===== src/rtl/cla_nibble_serial_adder.sv =====
// Multi-cycle WIDTH-bit adder: one 4-bit carry-lookahead slice per cycle, carry held in a register.
// Optional signed-overflow flag output enabled by defining CLA_OVF_FLAG_EN.
module cla_nibble_serial_adder #(
    parameter int WIDTH = 16
) (
    input  logic             clk,
    input  logic             rst_n,
    input  logic             in_valid,
    output logic             in_ready,
    input  logic [WIDTH-1:0] a,
    input  logic [WIDTH-1:0] b,
    input  logic             cin,
    output logic             out_valid,
    input  logic             out_ready,
    output logic [WIDTH-1:0] sum,
    output logic             cout
`ifdef CLA_OVF_FLAG_EN
    ,
    output logic             ovf
`endif
);

    localparam int NIB   = WIDTH / 4;
    localparam int IDX_W = $clog2(NIB);
    localparam logic [IDX_W-1:0] LAST_IDX = IDX_W'(NIB - 1);

    typedef enum logic [1:0] {
        IDLE = 2'd0,
        RUN  = 2'd1,
        DONE = 2'd2
    } state_t;

    state_t           state_q, state_d;
    logic [WIDTH-1:0] a_q, a_d;
    logic [WIDTH-1:0] b_q, b_d;
    logic [WIDTH-1:0] sum_q, sum_d;
    logic             carry_q, carry_d;
    logic [IDX_W-1:0] idx_q, idx_d;

    logic [3:0] nib_a, nib_b, nib_g, nib_p, nib_sum;
    logic [4:0] nib_c;

    // Single 4-bit lookahead slice; every carry is a flat function of g/p and the slice carry-in.
    always_comb begin
        nib_a    = a_q[4*idx_q +: 4];
        nib_b    = b_q[4*idx_q +: 4];
        nib_g    = nib_a & nib_b;
        nib_p    = nib_a ^ nib_b;
        nib_c[0] = carry_q;
        nib_c[1] = nib_g[0] | (nib_p[0] & carry_q);
        nib_c[2] = nib_g[1] | (nib_p[1] & nib_g[0]) | (nib_p[1] & nib_p[0] & carry_q);
        nib_c[3] = nib_g[2] | (nib_p[2] & nib_g[1]) | (nib_p[2] & nib_p[1] & nib_g[0])
                 | (nib_p[2] & nib_p[1] & nib_p[0] & carry_q);
        nib_c[4] = nib_g[3] | (nib_p[3] & nib_g[2]) | (nib_p[3] & nib_p[2] & nib_g[1])
                 | (nib_p[3] & nib_p[2] & nib_p[1] & nib_g[0])
                 | (nib_p[3] & nib_p[2] & nib_p[1] & nib_p[0] & carry_q);
        nib_sum  = nib_p ^ nib_c[3:0];
    end

    always_comb begin
        state_d = state_q;
        a_d     = a_q;
        b_d     = b_q;
        sum_d   = sum_q;
        carry_d = carry_q;
        idx_d   = idx_q;
        case (state_q)
            IDLE: begin
                if (in_valid) begin
                    a_d     = a;
                    b_d     = b;
                    carry_d = cin;
                    idx_d   = '0;
                    state_d = RUN;
                end
            end
            RUN: begin
                sum_d[4*idx_q +: 4] = nib_sum;
                carry_d             = nib_c[4];
                if (idx_q == LAST_IDX) begin
                    state_d = DONE;
                end else begin
                    idx_d = idx_q + IDX_W'(1);
                end
            end
            DONE: begin
                if (out_ready) begin
                    state_d = IDLE;
                end
            end
            default: state_d = IDLE;
        endcase
    end

    always_ff @(posedge clk or negedge rst_n) begin
        if (!rst_n) begin
            state_q <= IDLE;
            a_q     <= '0;
            b_q     <= '0;
            sum_q   <= '0;
            carry_q <= 1'b0;
            idx_q   <= '0;
        end else begin
            state_q <= state_d;
            a_q     <= a_d;
            b_q     <= b_d;
            sum_q   <= sum_d;
            carry_q <= carry_d;
            idx_q   <= idx_d;
        end
    end

`ifdef CLA_OVF_FLAG_EN
    logic ovf_q, ovf_d;

    // Overflow is the carry into the MSB xor the carry out of it, taken from the top nibble pass.
    always_comb begin
        ovf_d = ovf_q;
        if (state_q == RUN && idx_q == LAST_IDX) begin
            ovf_d = nib_c[3] ^ nib_c[4];
        end
    end

    always_ff @(posedge clk or negedge rst_n) begin
        if (!rst_n) begin
            ovf_q <= 1'b0;
        end else begin
            ovf_q <= ovf_d;
        end
    end

    assign ovf = ovf_q;
`endif

    assign in_ready  = (state_q == IDLE);
    assign out_valid = (state_q == DONE);
    assign sum       = sum_q;
    assign cout      = carry_q;

endmodule


===== config.mk =====
export PLATFORM = sky130hd
export DESIGN_NAME = cla_nibble_serial_adder
export DESIGN_NICKNAME = d
export VERILOG_FILES = /design/src/rtl/cla_nibble_serial_adder.sv
export SDC_FILE = /design/constraint.sdc
export NUM_CORES = 1
export LEC_CHECK = 0
export BUFFER_PORTS_ARGS = -buffer_cell sky130_fd_sc_hd__clkbuf_2
export CORE_MARGIN = 2
export CORE_UTILIZATION = 48
export CTS_CLUSTER_SIZE = 8
export DETAILED_ROUTE_END_ITERATION = 7
export PLACE_DENSITY_LB_ADDON = 0.15
export SLEW_MARGIN = 10
export SYNTH_ARGS = -nofsm -noshare
export SYNTH_HDL_FRONTEND = slang
export SYNTH_SLANG_ARGS = --single-unit

===== constraint.sdc =====
create_clock -name clk -period 2.4 [get_ports clk]
set_clock_uncertainty 0.1 [all_clocks]
set_input_delay 0.48 -clock clk [delete_from_list [all_inputs] [get_ports clk]]
set_output_delay 0.48 -clock clk [all_outputs]
set_load 0.005 [all_outputs]

# [Word-level counts from Yosys, hierarchy flattened]
# Cells that the tools add are included.
[totals] inputBits=37 n_memories=0 ram_bits=0 reg_bits=53 romBits=0 latch_bits=0 out_inout_bits=19 word_cells=64
[classes] add_sub_neg=2 eq_ne=7 mul=0 reduce_logical=6 bitwise_logic=29 magnitude_cmp=0 shifts=4 div=0 n_mux=10
[op_table] cell="$neg 4->34" count=1
[op_table] cell="$shift 4x34->16 const A" count=1
[op_table] cell="$shiftx 4x34->16" count=1
[op_table] cell="$shiftx 16x5->4" count=2
[op_table] cell="$and 1x1->1" count=16
[op_table] cell="$bwmux 16" count=1
[op_table] cell="$mux 2" count=5
[op_table] cell="$or 1x1->1" count=10
[op_table] cell="$xor 4x4->4" count=2
[op_table] cell="$ne 2x2->1 const B" count=3
[op_table] cell="$pmux 2 s3" count=1
[op_table] cell="$reduce_and 3->1" count=2
[op_table] cell="$and 4x4->4" count=1
[op_table] cell="$eq 2x2->1 const B" count=2
[op_table] cell="$pmux 2 s2" count=1
[op_table] cell="$reduce_and 2->1" count=2
[op_table] cell="$add 2x1->2 const B" count=1
[op_table] cell="$eq 2x1->1 const B" count=1
[op_table] cell="$logic_not 2->1" count=1
[op_table] cell="$ne 2x1->1 const B" count=1
[op_table] cell="$pmux 1 s2" count=1
[op_table] cell="$reduce_bool 2->1" count=1
[op_table] cell="$mux 1" count=1

# [Logic depth before layout (Yosys ltp)]
[depth] depth_word=9 depth_mapped=7 mapped_depth_nobuf=6

# [Worst setup path before layout]
# No wires, ideal clock.
[synth_path] path_kind="reg-to-reg" startpoint="reg idx_q[0]" endpoint="reg sum_q[3], in the netlist sum[3]" n_path_buf=1 setup_slack_ps=-26 period_less_slack_ps=2426 path_stages_with_launch=8 setup_ps=121 t_arrival_ps=2205 t_required_ps=2179 cell_sequence="dfrtp_1 buf_4 mux4_2 ha_1 a41oi_1 o21ai_2 xor2_2 a22o_1"
[synth_via] elab_chain_len=9 word_cells_on_any_way=24 cone_classes="1 x add/sub; 4 x shift; 1 x mux; 18 x bitwise"
[synth_rtl] element="from (decl)" line_no="38" source="logic [IDX_W-1:0] idx_q, idx_d;"
[synth_rtl] element="from (signal assigned)" line_no="109" source="idx_q <= idx_d;"
[synth_rtl] element="$shiftx 16x5->4 (on tied branches)" line_no="45, 46"
[synth_rtl] element="$xor 4x4->4 / $and 4x4->4 (equally long branches)" line_no="48, 47"
[synth_rtl] element="$and 1x1->1 (on tied branches)" line_no="52, 53"
[synth_rtl] element="$or 1x1->1, or another cell as far along" line_no="52" source="nib_c[3] = nib_g[2] | (nib_p[2] & nib_g[1]) | (nib_p[2] & nib_p[1] & nib_g[0])"
[synth_rtl] element="$or 1x1->1 / $and 1x1->1 (equally long branches)" line_no="52, 53"
[synth_rtl] element="$or 1x1->1" line_no="53" source="| (nib_p[2] & nib_p[1] & nib_p[0] & carry_q);"
[synth_rtl] element="$xor 4x4->4" line_no="57" source="nib_sum = nib_p ^ nib_c[3:0];"
[synth_rtl] element="$shiftx 4x34->16" line_no="78" source="sum_d[4*idx_q +: 4] = nib_sum;"
[synth_rtl] element="$bwmux 16 (*)" line_no="78"
[synth_rtl] element="to (signal assigned)" line_no="107" source="sum_q <= sum_d;"
[synth_rtl] element="to (decl)" line_no="36" source="logic [WIDTH-1:0] sum_q, sum_d;"
# Every way passes the cells marked *; elsewhere a longest branch is shown, timed or not.
# A chain may end at the register's enable or synchronous reset.

# [Worst setup path after layout]
[layout_path] startpoint="reg idx_q[0]" endpoint="reg sum_q[7], in the netlist sum[7]"
# Same word-level chain as after synthesis.

==> results.md <==
- Final Max Tran Viols: 0
- Vias in the first global route: 1907
- Final net count: roughly 370
- # clock sinks: 53
- Drt drc: 0
- Slew headroom: 0.553
- H-tree levels: 2
- RR Startpoint: idx_q[0]$_DFFE_PN0P_
- Pin count of the biggest net entering global routing: 54
- CTS root buf: clkbuf_8
- Wire length per cell: between 10 and 15 um
- Crit path DAT: 2.44 ns
- CTS Hold Bufs: 0
- Dpl cells: 376
- Crit path buffers/inverters: 2
- Critical path's top delay family: multiplexers
- Leak: between 1.5 and 2 nW
- Area taken by multi-input logic gates: 0.00117 mm^2
- Final Hold Vio Count: 0
- Status: completed
- Syn. warnings: 0
- R2R Setup Slk: 0.06 ns
- Fin Hold WS: 0.177 ns
- FMAX: 427 MHz
- Horiz. Die Dim: 76.4 um
- Switching portion of total power: 0.404
- CP dominant cell by count: buf_4
- Worst vdd ir: 0.941 mV
- Worst Reg-to-Reg Cells: 8
- HPWL Detailed: 3.89 mm
- Post-Route WL: 5.37 mm
- Die Area: 0.00584 mm^2
- Fillers: 448
- DRT iter0 DRCs: 135
- Drt first pass iters: 4
- Worst Hold Class: in -> async
- Worst-path clk slew: 0.10 ns
- Sequential share of the synthesized area: 0.527
- Synth Cell Area: 0.00252 mm^2
- Net Switching: 0.00205 W
- PortBufs: 55
- Area Growth Syn to Fin: 24.4%
- CTS Buffer Depth: 2
- Max FO, Critical Path: 4
- Crit share post-route: 0.977
- Synth cell types: 34
- Crit-path slowest cell: mux4_2
- # rows: 26
- Largest stage delay, worst path: about 0.54 ns
- Tot GR Track Use: 0.199
- Mapped Nets: 298
- Vias post-DR: 1954
- Die Y: ~76 um
- Crit Path Category: reg -> reg
- Layout Cells excl Fill: 388
- Routability cong.: 0.794
- IO Count: 56
- Core outline area: 0.00507 mm^2
- Initial Util: 0.496
- Worst setup EP type: flip-flop
- Worst skew pair latency: 0.30 ns
- Mapped Cells: 249
- Total gr overflow: 0
- Worst-path cell chain: buf_4 -> mux4_2 -> buf_4 -> ha_1 -> a21oi_2 -> o21ai_2 -> xor2_2 -> a22o_1
- CTS tree: yes
- FF+latch area: roughly 0.0013 mm^2
- Diode count: 0
- Clock power frac: 0.140
- Reg power frac: 0.307
- Reg2Reg Capture Point: sum[7]$_DFFE_PN0P_
- CTS buffer count: 5
- First-pass GRT wire length: 9.18 mm
- Critical Path Start Type: flip-flop
- Power density over the cells: about 1600 mW/mm^2
- P_int: 0.00303 W
- Tmin final: around 2.3 ns
- Initial antenna violation count: 0
- Gate power share: 0.553
- Flops & latches, synth: 53
- Max-Cap Viols: 0
- Layout cells sized above 1: 0.321
- Measured slew at the worst slew-check pin: 0.670 ns
- Setup Viol. Count Final: 0
- Vias/cell: 5.04
- Remaining antenna violation count: 0
- Mapped Avg Cell Area: 10.1 um^2
- Critical Path RT: 2.50 ns
worst max-delay path by stage:
| stage | start | endpoint | cells past startpoint | slack (ns) |
|---|---|---|---|---|
| 2_1_floorplan | idx_q[0]$_DFFE_PN0P_ | sum[3]$_DFFE_PN0P_ | 7 | 0.009 |
| 3_3_place_gp | idx_q[0]$_DFFE_PN0P_ | sum[7]$_DFFE_PN0P_ | 6 | -0.03 |
| 3_5_place_dp | idx_q[0]$_DFFE_PN0P_ | sum[7]$_DFFE_PN0P_ | 6 | -0.15 |
| 4_1_cts | idx_q[0]$_DFFE_PN0P_ | sum[6]$_DFFE_PN0P_ | 7 | 0.07 |
| 5_1_grt | idx_q[0]$_DFFE_PN0P_ | sum[3]$_DFFE_PN0P_ | 8 | -0.03 |
| 6_report | idx_q[0]$_DFFE_PN0P_ | sum[7]$_DFFE_PN0P_ | 8 | 0.06 |
synth_stat cells, drive strengths merged:
cell type / instances / area, um^2
mux4: 8 / 180
a21oi: 2 / 10.0
nand4b: 1 / 8.76
a41oi: 1 / 8.76
buf: 9 / 60.1
ha: 11 / 138
inv: 5 / 18.8
and4: 1 / 8.76
nand2b: 1 / 6.26
and4b: 1 / 10.0
clkbuf: 1 / 3.75
nor4bb: 1 / 10.0
and2b: 1 / 7.51
nand2: 111 / 422
a32o: 1 / 10.0
and2: 2 / 12.5
o21ai: 9 / 48.8
xnor2: 2 / 17.5
o22ai: 1 / 6.26
nand3: 1 / 5.00
nor2b: 1 / 6.26
a21o: 1 / 7.51
a22o: 9 / 78.8
mux2: 1 / 11.3
xor2: 1 / 16.3
a211oi: 1 / 7.51
fa: 1 / 20.0
nand4: 2 / 12.5
nor2: 9 / 38.8
dfrtp: 53 / 1330
metal layers:
| metal | GRT usage | vias up | share of wire |
|---|---|---|---|
| met3 | 0.0450 | 5 | 0.038 |
| li1 | - | 959 | - |
| met2 | 0.310 | 49 | 0.47 |
| met4 | 0.0327 | 0 | 0.0050 |
| met1 | 0.291 | 941 | 0.48 |
| met5 | 0 | - | 0 |
power by group through the flow:
stage | clock network, W | registers, W | logic [W]
5_1_grt | 0.000760 | 0.00162 | 0.00313
4_1_cts | 0.000720 | 0.00156 | 0.00257
6_report | 0.000708 | 0.00156 | 0.00281
2_1_floorplan | 0 | 0.00149 | 0.00170
3_5_place_dp | 0 | 0.00160 | 0.00245
3_3_place_gp | 0 | 0.00160 | 0.00235
flip-flops by register name, indices dropped and copies added, names as in the netlist:
name	flops
cout	1
idx_q	2
a_q	16
sum	16
b_q	16
state_q	2
final cells by class:
type,count,area share
flip-flops and latches,53,0.424
multi-input cells,181,0.373
repair buffers,71,0.126
well taps,70,0.0280
clock buffers,5,0.0220
clock inverters,3,0.0208
inverters,5,0.00599
cell families (layout without fill, tap and decap cells):
kind of cell / Yosys count / in the layout / synth area share
compound gates: 25 / 25 / 0.0706
xor+xnor: 3 / 3 / 0.0134
fa+ha+maj: 12 / 12 / 0.0626
buf+inv: 15 / 84 / 0.0328
flops: 53 / 53 / 0.527
mux: 9 / 9 / 0.0760
simple gates: 132 / 132 / 0.218
layout by cell type, fill, tap and decap left out, types with 2 or more instances in the layout:
cell         n
buf_4       16
mux4_2       8
bufinv_16    2
a21oi_2      2
dfrtp_1     52
nand2_2      2
nand2_1    109
nor2_2       2
inv_1        5
ha_4         3
and2_1       2
o21ai_1      8
a22o_1       9
nor2_1       7
nand4_1      2
ha_1         8
clkbuf_8     5
clkbuf_2    55
metrics by stage:
stage | setup WS [ns] | utilization | TNS, ns | power (W) | area (um^2)
3_3_place_gp | -0.0311 | 0.573 | -0.141 | 0.00394 | 2910
6_report | 0.0557 | 0.617 | 0 | 0.00508 | 3130
5_1_grt | -0.0261 | 0.617 | -0.0640 | 0.00551 | 3130
2_1_floorplan | 0.00915 | - | 0 | 0.00318 | 2520
4_1_cts | 0.0689 | 0.607 | 0 | 0.00485 | 3080
3_5_place_dp | -0.153 | 0.573 | -1.06 | 0.00405 | 2910
what timing repair did:
item | 4_1_cts | 5_1_grt
pin swaps | 0 | 1
gates cloned | 0 | 0
buffers inserted | 4 | 0
gates resized for setup | 2 | 6
setup endpoints to repair | 10 | 6
Power figures use the tool's default switching activity.
